## src/rtl/pcu_fetch_if.sv

```systemverilog
// Fetch-side bus of the PC unit: instruction request/response channel and decode output slot.
// Signal names carry the direction as seen from the fetch unit (master).
interface pcu_fetch_if #(
    parameter int unsigned XLEN = 64,
    parameter int unsigned ILEN = 32
);
    logic            o_req_vld;
    logic [XLEN-1:0] o_req_addr;
    logic            i_req_rdy;
    logic            i_rsp_vld;
    logic [ILEN-1:0] i_rsp_inst;
    logic            o_if_vld;
    logic [XLEN-1:0] o_if_pc;
    logic [ILEN-1:0] o_if_inst;
    logic            i_if_rdy;

    modport master (
        output o_req_vld, o_req_addr, o_if_vld, o_if_pc, o_if_inst,
        input  i_req_rdy, i_rsp_vld, i_rsp_inst, i_if_rdy
    );

    modport slave (
        input  o_req_vld, o_req_addr, o_if_vld, o_if_pc, o_if_inst,
        output i_req_rdy, i_rsp_vld, i_rsp_inst, i_if_rdy
    );
endinterface

```

## src/rtl/pcu_fetch.sv

```systemverilog
// PC unit and fetch controller: one outstanding instruction request, 1-entry decode slot,
// redirects (ecall > mret > EX redirect) kill any in-flight fetch via a single kill bit.
module pcu_fetch #(
    parameter int unsigned     XLEN     = 64,
    parameter int unsigned     ILEN     = 32,
    parameter logic [XLEN-1:0] RESET_PC = XLEN'(64'h8000_0000),
    parameter int unsigned     PC_STEP  = 4
) (
    input  logic            i_clk,
    input  logic            i_rst_n,
    input  logic            i_ecall,
    input  logic            i_mret,
    input  logic [XLEN-1:0] i_mtvec,
    input  logic [XLEN-1:0] i_mepc,
    input  logic            i_redir,
    input  logic [XLEN-1:0] i_redir_pc,
    pcu_fetch_if.master     io_fetch
);
    typedef enum logic [1:0] {S_IDLE, S_REQ, S_WAIT, S_HOLD} state_e;

    localparam logic [XLEN-1:0] STEP       = XLEN'(PC_STEP);
    localparam logic [XLEN-1:0] ALIGN_MASK = ~(STEP - XLEN'(1));

    state_e          r_state, w_state_nxt;
    logic [XLEN-1:0] r_pc, w_pc_nxt;
    logic [XLEN-1:0] r_fly_pc, w_fly_pc_nxt;
    logic            r_kill, w_kill_nxt;
    logic            r_if_vld, w_if_vld_nxt;
    logic [XLEN-1:0] r_if_pc, w_if_pc_nxt;
    logic [ILEN-1:0] r_if_inst, w_if_inst_nxt;
    logic            w_redir;
    logic [XLEN-1:0] w_target;

    always_ff @(posedge i_clk or negedge i_rst_n) begin
        if (!i_rst_n) begin
            r_state   <= S_IDLE;
            r_pc      <= RESET_PC;
            r_fly_pc  <= '0;
            r_kill    <= 1'b0;
            r_if_vld  <= 1'b0;
            r_if_pc   <= '0;
            r_if_inst <= '0;
        end else begin
            r_state   <= w_state_nxt;
            r_pc      <= w_pc_nxt;
            r_fly_pc  <= w_fly_pc_nxt;
            r_kill    <= w_kill_nxt;
            r_if_vld  <= w_if_vld_nxt;
            r_if_pc   <= w_if_pc_nxt;
            r_if_inst <= w_if_inst_nxt;
        end
    end

    always_comb begin
        w_redir       = i_ecall | i_mret | i_redir;
        w_target      = (i_ecall ? i_mtvec : (i_mret ? i_mepc : i_redir_pc)) & ALIGN_MASK;
        w_state_nxt   = r_state;
        w_pc_nxt      = r_pc;
        w_fly_pc_nxt  = r_fly_pc;
        w_kill_nxt    = r_kill;
        w_if_vld_nxt  = r_if_vld;
        w_if_pc_nxt   = r_if_pc;
        w_if_inst_nxt = r_if_inst;

        unique case (r_state)
            S_IDLE: w_state_nxt = S_REQ;
            S_REQ: begin
                // While killed, r_fly_pc holds the stale address still being offered.
                if (!r_kill) w_fly_pc_nxt = r_pc;
                if (io_fetch.i_req_rdy) begin
                    w_state_nxt = S_WAIT;
                    if (!r_kill) w_pc_nxt = r_pc + STEP;
                end
                if (w_redir) w_kill_nxt = 1'b1;
            end
            S_WAIT: begin
                if (io_fetch.i_rsp_vld) begin
                    w_kill_nxt  = 1'b0;
                    w_state_nxt = S_REQ;
                    if (!r_kill && !w_redir) begin
                        w_if_vld_nxt  = 1'b1;
                        w_if_pc_nxt   = r_fly_pc;
                        w_if_inst_nxt = io_fetch.i_rsp_inst;
                        w_state_nxt   = S_HOLD;
                    end
                end else if (w_redir) begin
                    w_kill_nxt = 1'b1;
                end
            end
            S_HOLD: begin
                if ((r_if_vld && io_fetch.i_if_rdy) || w_redir) begin
                    w_if_vld_nxt = 1'b0;
                    w_state_nxt  = S_REQ;
                end
            end
            default: w_state_nxt = S_IDLE;
        endcase

        // A redirect overrides every other PC/slot update of the cycle.
        if (w_redir) begin
            w_pc_nxt     = w_target;
            w_if_vld_nxt = 1'b0;
        end
    end

    assign io_fetch.o_req_vld  = (r_state == S_REQ);
    assign io_fetch.o_req_addr = r_kill ? r_fly_pc : r_pc;
    assign io_fetch.o_if_vld   = r_if_vld;
    assign io_fetch.o_if_pc    = r_if_pc;
    assign io_fetch.o_if_inst  = r_if_inst;
endmodule

```

## src/flat_wrapper.sv

```systemverilog
// flat-port wrapper written by rule: the top's interface ports become plain ports
module pcu_fetch_flat 
#(
    parameter int unsigned     XLEN     = 64,
    parameter int unsigned     ILEN     = 32,
    parameter logic [XLEN-1:0] RESET_PC = XLEN'(64'h8000_0000),
    parameter int unsigned     PC_STEP  = 4
)
  (i_clk, i_rst_n, i_ecall, i_mret, i_mtvec, i_mepc, i_redir, i_redir_pc, io_fetch_o_req_vld, io_fetch_o_req_addr, io_fetch_o_if_vld, io_fetch_o_if_pc, io_fetch_o_if_inst, io_fetch_i_req_rdy, io_fetch_i_rsp_vld, io_fetch_i_rsp_inst, io_fetch_i_if_rdy);
  pcu_fetch_if #(.XLEN(XLEN), .ILEN(ILEN)) io_fetch_i ();
  input  logic i_clk;
  input  logic i_rst_n;
  input  logic i_ecall;
  input  logic i_mret;
  input  logic [XLEN-1:0] i_mtvec;
  input  logic [XLEN-1:0] i_mepc;
  input  logic i_redir;
  input  logic [XLEN-1:0] i_redir_pc;
  output wire logic [$bits(io_fetch_i.o_req_vld)-1:0] io_fetch_o_req_vld;
  output wire logic [$bits(io_fetch_i.o_req_addr)-1:0] io_fetch_o_req_addr;
  output wire logic [$bits(io_fetch_i.o_if_vld)-1:0] io_fetch_o_if_vld;
  output wire logic [$bits(io_fetch_i.o_if_pc)-1:0] io_fetch_o_if_pc;
  output wire logic [$bits(io_fetch_i.o_if_inst)-1:0] io_fetch_o_if_inst;
  input wire logic [$bits(io_fetch_i.i_req_rdy)-1:0] io_fetch_i_req_rdy;
  input wire logic [$bits(io_fetch_i.i_rsp_vld)-1:0] io_fetch_i_rsp_vld;
  input wire logic [$bits(io_fetch_i.i_rsp_inst)-1:0] io_fetch_i_rsp_inst;
  input wire logic [$bits(io_fetch_i.i_if_rdy)-1:0] io_fetch_i_if_rdy;
  assign io_fetch_o_req_vld = io_fetch_i.o_req_vld;
  assign io_fetch_o_req_addr = io_fetch_i.o_req_addr;
  assign io_fetch_o_if_vld = io_fetch_i.o_if_vld;
  assign io_fetch_o_if_pc = io_fetch_i.o_if_pc;
  assign io_fetch_o_if_inst = io_fetch_i.o_if_inst;
  assign io_fetch_i.i_req_rdy = io_fetch_i_req_rdy;
  assign io_fetch_i.i_rsp_vld = io_fetch_i_rsp_vld;
  assign io_fetch_i.i_rsp_inst = io_fetch_i_rsp_inst;
  assign io_fetch_i.i_if_rdy = io_fetch_i_if_rdy;
  pcu_fetch #(.XLEN(XLEN), .ILEN(ILEN), .RESET_PC(RESET_PC), .PC_STEP(PC_STEP)) u_core (.i_clk(i_clk), .i_rst_n(i_rst_n), .i_ecall(i_ecall), .i_mret(i_mret), .i_mtvec(i_mtvec), .i_mepc(i_mepc), .i_redir(i_redir), .i_redir_pc(i_redir_pc), .io_fetch(io_fetch_i));
endmodule
```

## config.mk

```make
export PLATFORM = sky130hd
export DESIGN_NAME = pcu_fetch_flat
export DESIGN_NICKNAME = d
export VERILOG_FILES = /design/src/rtl/pcu_fetch_if.sv /design/src/rtl/pcu_fetch.sv /design/src/flat_wrapper.sv
export SDC_FILE = /design/constraint.sdc
export NUM_CORES = 1
export LEC_CHECK = 0
export BUFFER_PORTS_ARGS = -buffer_cell sky130_fd_sc_hd__buf_2
export CAP_MARGIN = 20
export CORE_MARGIN = 3
export CORE_UTILIZATION = 25
export CTS_CLUSTER_DIAMETER = 50
export DETAILED_ROUTE_END_ITERATION = 12
export GPL_TIMING_DRIVEN = 0
export MAX_ROUTING_LAYER = met4
export PLACE_DENSITY_LB_ADDON = 0.1
export SYNTH_ARGS = -nofsm -noshare
export SYNTH_HDL_FRONTEND = slang
export SYNTH_SLANG_ARGS = --single-unit
```

## constraint.sdc

```tcl
create_clock -name i_clk -period 4.35 [get_ports i_clk]
set_clock_uncertainty 0.1 [all_clocks]
set_input_delay 1.305 -clock i_clk [delete_from_list [all_inputs] [get_ports i_clk]]
set_output_delay 1.305 -clock i_clk [all_outputs]
set_load 0.02 [all_outputs]
```

==> summary.txt, run 1 <==
Final ANT Viol Nets -> 0
PostCTS Resize Cnt -> 2
CTS tree -> done
Sequential-to-total area share from yosys stat -> 47.0%
Fin crit period -> 4.11 ns
Drt drc -> 0
Pin count of the biggest net entering global routing -> 81
Die H -> 226 um
Syn nets -> 1344
H-tree Lvls -> 2
Die W -> 226 um
Max cap viols -> 0
Post-Place Cells -> 2106
GRT overflow -> 0
R2r setup slk -> 0.98 ns
DRT iter0 DRCs -> 684
Clock Path Buffers -> 3
Hold Slack -> 0.398 ns
EDFF count, synth -> 0
Fmax achieved -> 243 MHz
CP Capture Type -> output pin
Final Non-Filler Cells -> 2190
Post-synth ARST share -> 100%
Most common cell after layout, fill and taps aside -> buf_2
Routability cong. -> 0.897
Post-DR wirelength/cell -> 25.2 um
Synth warnings -> 0
Cells after synthesis -> 1108
Filler cells -> 4941
Worst endpoint data arrival time -> 2.70 ns
# setup viols final -> 0
Worst r2r src -> u_core.r_state[1]
Via density -> 5.10
Layout Nets -> 1779
Pre-antenna DRT Iters -> 5
Outcome -> completed
Vias in the first global route -> 11500
Global-route wire length before repair -> 79100 um
Syn Std Cell Area -> 12000 um^2
Initial Util -> 25.6%
Worst-margin pin slew -> 1.11 ns
CP Launch Type -> register
Post-synth cell types -> 67
Path type of the worst setup path -> register to output pin
HP Start -> u_core.io_fetch.o_if_inst[26]
Postcts setup bufs -> 0
WP data required -> 2.94 ns
HP Class -> register to register
Storage cell area -> 5660 um^2
Total CTS buffers -> 43
Row count -> 79
Worst-skew pair later-pin latency -> 0.57 ns
Clock Pin Slew Worst Setup and Hold Paths -> 0.05 ns
Top FF cell, synth -> dfrtp_1
Gr usage total -> 22.0%
CP Max Fanout -> 10
Post-Route WL -> 55200 um
I/O pin cnt -> 394
Core ar. -> 47100 um^2
Endpoints failing hold -> 0
Layout cells sized above 1 -> 44.7%
Hold EP -> u_core.io_fetch.o_if_inst[26]
Pwr Density -> 525 nW/um^2
RSZ-0062 raised after global routing -> no
Cts hold-fix bufs -> 0
RR Endpoint -> u_core.r_pc[22]
Multi-input logic area -> 5960 um^2
Initial antenna violation count -> 5
Post-DP HPWL -> 42700 um
Tcrit/Tclk final -> 94.4%
Static Leak -> 0.00787 uW
Max-slew violation count -> 0
VDD IR max -> 253 uV
Commonest non-fill, non-tap cells in the layout -> buf_2, dfrtp_1, mux2_2
Hold depth -> 1
Port Buffer Count -> 385
FF+latch count, synth -> 226
Vias -> 11200
Tot Pwr -> 8570 uW
Post-synthesis average cell area -> 10.9 um^2
Worst slew margin -> 25.4%
Path depth of the worst reg2reg path -> 8
Full die area -> 50900 um^2
Area grow syn2layout -> 35.4%
Sink Count -> 226
CTS root buffer -> clkbuf_16
worst max path at each step:
| stage | start | to | slack (ns) | depth (start not counted) |
|---|---|---|---|---|
| after floorplan | i_ecall | u_core.io_fetch.o_if_inst[18] | 1.07 | 8 |
| after global placement | i_rst_n | u_core.io_fetch.o_if_pc[15] | -2.76 | 1 |
| after detailed placement | i_redir | u_core.r_pc[55] | 0.007 | 7 |
| after CTS | u_core.r_kill | io_fetch_o_req_addr[55] | 0.12 | 4 |
| after global routing | u_core.r_kill | io_fetch_o_req_addr[58] | 0.09 | 4 |
| final | u_core.r_kill | io_fetch_o_req_addr[58] | 0.24 | 4 |
stage by stage:
stage / setup WS, ns / cell area (um^2) / util [%] / setup TNS [ns]
after floorplan: 1.07 / 12000 / - / 0
after global placement: -2.76 / 14700 / 31.3 / -617.83
after detailed placement: 0.00663 / 14800 / 31.5 / 0
after CTS: 0.119 / 16300 / 34.6 / 0
after global routing: 0.0927 / 16300 / 34.7 / 0
final: 0.242 / 16300 / 34.7 / 0
cell usage after synthesis, types with 7 or more instances:
cell type,number,share of area (%)
nand4_1,33,1.7
inv_1,17,0.53
a211oi_1,7,0.44
a21oi_1,28,1.2
dfrtp_1,225,47
nor3_1,27,1.1
a31oi_1,9,0.47
buf_2,15,0.62
o221ai_1,21,1.5
and3_1,9,0.47
o22ai_1,10,0.52
nor2_1,36,1.1
mux2_2,171,16
nand2_1,94,2.9
xor2_1,13,0.95
and4_1,9,0.65
nand3_1,33,1.4
xnor2_1,10,0.73
a221o_1,11,0.91
nor4_1,24,1.2
a22oi_1,38,2.4
o21ai_0,70,2.9
mux2_4,29,3.6
and2_1,13,0.68
clkbuf_1,56,1.7
mux2i_1,10,0.83
cell type report:
class / instances / share of cell area (%)
Multi-Input combinational cell: 783 / 36.5
Antenna cell: 6 / 0.0920
Buffer: 81 / 2.22
Inverter: 17 / 0.391
Clock buffer: 51 / 7.09
Timing Repair Buffer: 391 / 12.5
Sequential cell: 226 / 34.7
Clock inverter: 28 / 1.83
Tap cell: 607 / 4.66
where the power goes:
part / switching, uW / internal (uW) / leakage [uW] / total [uW]
combinational: 1370 / 975 / 0.00422 / 2340
clock: 1250 / 2150 / 0.000706 / 3400
sequential: 340 / 2480 / 0.00294 / 2820
worst max-delay path, cell delays in order, from the launching register on:
cell and delay, ns:
dfrtp_2 0.57, clkbuf_1 0.47, buf_1 0.52, mux2_2 0.40, buf_2 0.17
layer usage:
metal	track usage [%]	routed length (um)	vias up
li1	-	-	5083
met1	29.1	24900	5569
met2	33.3	24700	435
met3	4.79	3970	90
met4	7.34	1690	0
met5	-	0	-
cell families (layout without fill, tap and decap cells):
| group | Yosys count | in the layout | synth area share (%) |
|---|---|---|---|
| AND/OR/NAND/NOR | 310 | 310 | 13.7 |
| buffers and inverters | 99 | 568 | 3.56 |
| adder cells (fa/ha/maj) | 4 | 4 | 0.415 |
| XOR/XNOR | 23 | 23 | 1.67 |
| other | 0 | 6 | 0 |
| multiplexers | 210 | 210 | 20.4 |
| AO/OA/AOI/OAI | 236 | 236 | 13.3 |
| flip-flops | 226 | 226 | 47.0 |
sequential cells by signal, indices dropped and copies added (netlist names):
name and flops:
u_core.io_fetch.o_if_pc 64, u_core.r_fly_pc 64, u_core.r_pc 62, u_core.io_fetch.o_if_inst 32
u_core.r_state 2, u_core.io_fetch.o_if_vld 1, u_core.r_kill 1
(Power assumes the default switching activity.)
==> run 2, diff against run 1 <==
MAX_ROUTING_LAYER = unset   (was met4)
==> summary.txt, run 2 (synthesis gave the netlist of run 1 again) <==
Layout cells sized above 1 -> 44.7% (unchanged)
Psw -> 2950 uW (about the same)
Hold Slack -> 0.399 ns (was 0.398 ns)
Worst-skew pair later-pin latency -> 0.57 ns (about the same)
Post-Place Cells -> 2106 (unchanged)
Full die area -> 50900 um^2 (unchanged)
Drt drc -> 0 (unchanged)
Logic pwr share -> 27.4% (was 27.3%)
Family with the most delay on the worst path -> buffers and inverters (unchanged)
CTS root buffer -> clkbuf_16 (unchanged)
Static Leak -> 0.00787 uW (about the same)
Area grow syn2layout -> 35.4% (about the same)
Gr usage total -> 21.3% (was 22.0%)
Pint -> 5610 uW (about the same)
Port Buffer Count -> 385 (unchanged)
Pre-antenna DRT Iters -> 7 (was 5)
Core ar. -> 47100 um^2 (unchanged)
CP max stage delay -> 0.57 ns (about the same)
Initial antenna violation count -> 5 (unchanged)
Post-DR wirelength/cell -> 25.2 um (about the same)
Fin crit period -> 4.11 ns (about the same)
Worst Path Buf+Inv -> 3 (unchanged)
VDD IR max -> 252 uV (was 253 uV)
Post-DP HPWL -> 42700 um (unchanged)
Pin count of the biggest net entering global routing -> 81 (unchanged)
Vias in the first global route -> 11500 (about the same)
Worst slew margin -> 28.4% (was 25.4%)
Most common cell after layout, fill and taps aside -> buf_2 (unchanged)
Via density -> 5.15 (was 5.10)
Postcts setup bufs -> 0 (unchanged)
Fmax achieved -> 243 MHz (about the same)
CP Max Fanout -> 10 (unchanged)
DRT iter0 DRCs -> 708 (was 684)
Clock Path Buffers -> 3 (unchanged)
Final core utilization -> 34.7% (about the same)
RSZ-0062 raised after global routing -> no (unchanged)
Path type of the worst setup path -> register to output pin (unchanged)
HP Start -> u_core.io_fetch.o_if_pc[60] (was u_core.io_fetch.o_if_inst[26])
Final Non-Filler Cells -> 2188 (was 2190)
Switch share -> 34.5% (about the same)
# setup viols final -> 0 (unchanged)
Tot Pwr -> 8570 uW (about the same)
Worst endpoint data arrival time -> 2.71 ns (was 2.70 ns)
I/O pin cnt -> 394 (unchanged)
Sink Count -> 226 (unchanged)
CP Launch Type -> register (unchanged)
Tcrit/Tclk final -> 94.6% (was 94.4%)
CP Capture Type -> output pin (unchanged)
Max cap viols -> 0 (unchanged)
Die W -> 226 um (unchanged)
Cts hold-fix bufs -> 0 (unchanged)
HP Class -> register to register (unchanged)
Post-Route WL -> 55100 um (was 55200 um)
Total CTS buffers -> 43 (unchanged)
Outcome -> completed (unchanged)
Clock Pin Slew Worst Setup and Hold Paths -> 0.05 ns (about the same)
Sequential Power Share -> 33.0% (about the same)
Pwr Density -> 525 nW/um^2 (about the same)
Row count -> 79 (unchanged)
Max-slew violation count -> 0 (unchanged)
CTS tree -> done (unchanged)
Die H -> 226 um (unchanged)
Setup TNS -> 0 ns (unchanged)
Vias -> 11300 (was 11200)
Clock share of power -> 39.6% (was 39.7%)
Routability cong. -> 0.881 (was 0.897)
Crit path max-delay cell type -> dfrtp_2 (unchanged)
Crit. Startpoint -> u_core.r_kill (unchanged)
Initial Util -> 25.6% (unchanged)
Worst r2r src -> u_core.r_state[1] (unchanged)
R2r setup slk -> 1.00 ns (was 0.98 ns)
Worst-margin pin slew -> 1.07 ns (was 1.11 ns)
WP data required -> 2.94 ns (about the same)
GRT overflow -> 0 (unchanged)
Final ANT Viol Nets -> 0 (unchanged)
H-tree Lvls -> 2 (unchanged)
Endpoints failing hold -> 0 (unchanged)
Crit-path cells -> clkbuf_1 -> buf_1 -> mux2_2 -> buf_2 (unchanged)
Commonest non-fill, non-tap cells in the layout -> buf_2, dfrtp_1, mux2_2 (unchanged)
Global-route wire length before repair -> 79100 um (about the same)
Layout Nets -> 1779 (unchanged)
[run 2: changes by cell type in the layout (fill, tap and decap cells not counted), sizes merged]
cell	delta
diode	-2
[run 2: layer usage]
metal	vias to the layer above	routed length, um	share of wire, %	global-route usage [%]
li1	5083	-	-	-
met1	5625	24500	44	29.0
met2	458	24700	45	33.3
met3	89	4230	7.7	5.05
met4	4	1670	3.0	7.34
met5	-	27	0.049	0
[run 2: area by class of cell]
| cell class | instances | area, um^2 |
|---|---|---|
| fill | 4942 | 30700 |
| multi-input combinational | 783 | 5960 |
| sequential | 226 | 5660 |
| timing repair buffer | 391 | 2040 |
| clock buffer | 51 | 1160 |
| tap | 607 | 759 |
| buffer | 81 | 363 |
| clock inverter | 28 | 298 |
| inverter | 17 | 63.8 |
| antenna | 4 | 10.0 |
[run 2: worst paths after layout]
kind	end	depth (start not counted)
max	io_fetch_o_req_addr[58]	4
min reg2reg	u_core.io_fetch.o_if_pc[60]	1
min in group asynchronous	u_core.io_fetch.o_if_inst[12]	1
min	u_core.io_fetch.o_if_pc[60]	1
max in group asynchronous	u_core.r_pc[31]	2
max reg2reg	u_core.r_pc[22]	8
[run 2: worst reg2reg max path, stage by stage, from the launching register on]
cell	delay, ns
dfrtp_1	0.40
inv_1	0.09
ha_1	0.32
nand3b_1	0.47
clkbuf_1	0.41
nand2_1	0.46
clkbuf_1	0.61
o21ai_0	0.20
o2bb2ai_1	0.17
[run 2: timing repair]
item                       4_1_cts  5_1_grt
gates resized for setup          2        0
hold endpoints to repair         0        0
setup endpoints to repair       19        0
[run 2: through the flow]
step                worst slack (ns)  area [um^2]
floorplan                       1.07        12000
global placement               -2.76        14700
detailed placement           0.00663        14800
CTS                            0.119        16300
global route                  0.0927        16300
finish                         0.235        16300
[run 2: power by group through the flow]
stage	clock [uW]	combinational (uW)	sequential, uW
after global routing	3590	2530	2890
after global placement	0	2370	2840
final	3400	2340	2830
after floorplan	0	1460	2760
after CTS	3490	2380	2830
after detailed placement	0	2380	2850
==> run 3, diff against run 2 <==
ABC_AREA = 1   (was unset)
==> summary.txt, run 3 <==
Drt drc -> 0 (unchanged)
Core ar. -> 49500 um^2 (was 47100 um^2)
Path type of the worst setup path -> register to output pin (unchanged)
VDD IR max -> 174 uV (was 252 uV)
Area leader, netlist -> dfrtp_1 (unchanged)
Top FF cell, synth -> dfrtp_1 (unchanged)
WP data required -> 2.94 ns (about the same)
Adder-cell share of the synthesized area -> 0.396% (was 0.415%)
Worst-skew pair later-pin latency -> 0.52 ns (was 0.57 ns)
Fin crit period -> 4.11 ns (about the same)
Sequential-to-total area share from yosys stat -> 44.8% (was 47.0%)
Switch share -> 39.4% (was 34.5%)
Final Non-Filler Cells -> 2754 (was 2188)
Layout Nets -> 2305 (was 1779)
Worst slew margin -> 37.6% (was 28.4%)
# setup viols final -> 0 (unchanged)
Hold Slack -> 0.388 ns (was 0.399 ns)
HP Class -> register to register (unchanged)
Worst-margin pin slew -> 0.937 ns (was 1.07 ns)
Sink Count -> 226 (unchanged)
Initial Util -> 25.5% (was 25.6%)
RSZ-0062 raised after global routing -> no (unchanged)
Routability cong. -> 0.907 (was 0.881)
Crit-path cells -> clkbuf_2 -> clkbuf_1 -> nand2_1 -> o21ai_0 -> buf_2 (was clkbuf_1 -> buf_1 -> mux2_2 -> buf_2)
GRT overflow -> 0 (unchanged)
Post-synth top area share -> 44.6% (was 46.7%)
Worst Path Buf+Inv -> 3 (unchanged)
Cells after synthesis -> 1644 (was 1108)
Post-Route WL -> 57800 um (was 55100 um)
Final setup margin -> 0.239 ns (was 0.235 ns)
Logic pwr share -> 32.4% (was 27.4%)
Dpl ws -> 0.208 ns (was 0.00663 ns)
Row count -> 81 (was 79)
Pwr Density -> 501 nW/um^2 (was 525 nW/um^2)
HP Start -> u_core.io_fetch.o_if_pc[9] (was u_core.io_fetch.o_if_pc[60])
Post-DP Area -> 15500 um^2 (was 14800 um^2)
Area grow syn2layout -> 31.4% (was 35.4%)
Vias -> 13200 (was 11300)
Worst r2r src -> u_core.r_kill (was u_core.r_state[1])
Family with the most delay on the worst path -> buffers and inverters (unchanged)
Post-Place Cells -> 2696 (was 2106)
Die H -> 231 um (was 226 um)
Commonest non-fill, non-tap cells in the layout -> nand2_1, buf_2, dfrtp_1 (was buf_2, dfrtp_1, mux2_2)
Global-route wire length before repair -> 85500 um (was 79100 um)
Vias in the first global route -> 13400 (was 11500)
Layout cells sized above 1 -> 27.9% (was 44.7%)
Die W -> 231 um (was 226 um)
EDFF count, synth -> 0 (unchanged)
Pint -> 5040 uW (was 5610 uW)
Via density -> 4.79 (was 5.15)
Gr usage total -> 21.1% (was 21.3%)
I/O pin cnt -> 394 (unchanged)
Total CTS buffers -> 36 (was 43)
Fmax achieved -> 243 MHz (about the same)
Pin count of the biggest net entering global routing -> 104 (was 81)
Cts hold-fix bufs -> 0 (unchanged)
CP Launch Type -> register (unchanged)
CP max stage delay -> 0.73 ns (was 0.57 ns)
Post-DR wirelength/cell -> 21.0 um (was 25.2 um)
Synth Area in Simple Gates -> 24.0% (was 13.7%)
Tcrit/Tclk final -> 94.5% (was 94.6%)
Final ANT Viol Nets -> 0 (unchanged)
CP Max Fanout -> 11 (was 10)
Psw -> 3280 uW (was 2950 uW)
XOR/XNOR Fraction of Synth Area -> 0.139% (was 1.67%)
Multiplexer share of the synthesized area -> 8.38% (was 20.4%)
Pre-antenna DRT Iters -> 6 (was 7)
CP Capture Type -> output pin (unchanged)
Main combinational cell family by area after synthesis -> simple AND/OR/NAND/NOR gates (was multiplexers)
Max cap viols -> 0 (unchanged)
DRT iter0 DRCs -> 736 (was 708)
Worst endpoint data arrival time -> 2.71 ns (about the same)
CTS tree -> done (unchanged)
CTS root buffer -> clkbuf_16 (unchanged)
Endpoints failing hold -> 0 (unchanged)
Max-slew violation count -> 0 (unchanged)
Most common cell after layout, fill and taps aside -> nand2_1 (was buf_2)
Clock share of power -> 33.3% (was 39.6%)
Antenna Cells -> 0 (was 4)
Post-DP HPWL -> 47300 um (was 42700 um)
Clock Pin Slew Worst Setup and Hold Paths -> 0.05 ns (about the same)
Cell area after layout -> 16600 um^2 (was 16300 um^2)
Sequential Power Share -> 34.2% (was 33.0%)
Post-synth ARST share -> 100% (unchanged)
Full die area -> 53300 um^2 (was 50900 um^2)
Cell with the most instances after synthesis -> nand2_1 (was dfrtp_1)
Postcts setup bufs -> 0 (unchanged)
Syn nets -> 1880 (was 1344)
Crit path max-delay cell type -> dfrtp_1 (was dfrtp_2)
Initial antenna violation count -> 0 (was 5)
Outcome -> completed (unchanged)
Synth area leaders -> dfrtp_1, nand2_1, mux2_2, o21ai_0, nor2_1 (was dfrtp_1, mux2_2, mux2_4, nand2_1, o21ai_0)
Syn Std Cell Area -> 12600 um^2 (was 12000 um^2)
Synth warnings -> 0 (unchanged)
Crit. Startpoint -> u_core.r_kill (unchanged)
Static Leak -> 0.00840 uW (was 0.00787 uW)
PostCTS Resize Cnt -> 1 (was 2)
FF+latch count, synth -> 226 (unchanged)
Synth Area in Compound Gates -> 15.9% (was 13.3%)
Port Buffer Count -> 386 (was 385)
Filler cells -> 5519 (was 4942)
Post-synthesis average cell area -> 7.69 um^2 (was 10.9 um^2)
H-tree Lvls -> 2 (unchanged)
Commonest cells post-synth -> nand2_1, dfrtp_1, o21ai_0 (was dfrtp_1, mux2_2, nand2_1)
Post-synth cell types -> 37 (was 67)
Clock Path Buffers -> 3 (unchanged)
-- run 3: cell count changes in the layout (fill, tap and decap cells not counted), sizes merged, moves of 85 or more --
cell	before	now
nand2	95	427
nor2	36	194
o21ai	71	200
mux2	200	94
inv	22	115
a21oi	28	113
-- run 3: kinds of logic (layout without fill, tap and decap cells) --
family | Yosys count | after routing
compound gates | 373 | 373
xor+xnor | 2 | 2
fa+ha+maj | 4 | 4
buf+inv | 200 | 646
flops | 226 | 226
mux | 94 | 94
simple gates | 745 | 745
-- run 3: area by class of cell --
cell class	count	area [um^2]	share of cell area, %
Clock inverter	17	165	0.995
Clock buffer	42	975	5.87
Sequential cell	226	5660	34.1
Multi-Input combinational cell	1218	6170	37.2
Timing Repair Buffer	388	2000	12.0
Tap cell	664	831	5.00
Buffer	88	384	2.31
Inverter	111	419	2.52
-- run 3: through the flow --
step	utilization [%]	total power [uW]	setup TNS, ns
final	33.6	8320	0
after CTS	33.6	8450	0
after global routing	33.6	8830	0
after floorplan	-	4350	0
after global placement	31.1	5580	-572.30
after detailed placement	31.3	5620	0
-- run 3: power groups by stage --
stage                     sequential (uW)  combinational [uW]  clock (uW)
after floorplan                      2800                1540           0
after global placement               2850                2730           0
after detailed placement             2860                2760           0
after CTS                            2850                2740        2860
after global routing                 2900                2980        2950
final                                2850                2700        2770
-- run 3: layer usage --
metal / wire length (um) / track usage [%] / up-vias
met1: 27000 / 29.3 / 6347
met4: 918 / 4.11 / 0
met5: 0 / 0 / -
li1: - / - / 6337
met2: 26700 / 35.4 / 439
met3: 3180 / 3.01 / 55
-- run 3: path summary, 6_finish.rpt --
kind	endpoint	slack (ns)	cells after the start
min in group asynchronous	u_core.io_fetch.o_if_inst[24]	0.59	1
max	io_fetch_o_req_addr[57]	0.24	5
min	u_core.io_fetch.o_if_pc[9]	0.39	1
max reg2reg	u_core.r_pc[33]	1.59	7
max in group asynchronous	u_core.r_pc[52]	2.64	2
min reg2reg	u_core.io_fetch.o_if_pc[9]	0.39	1
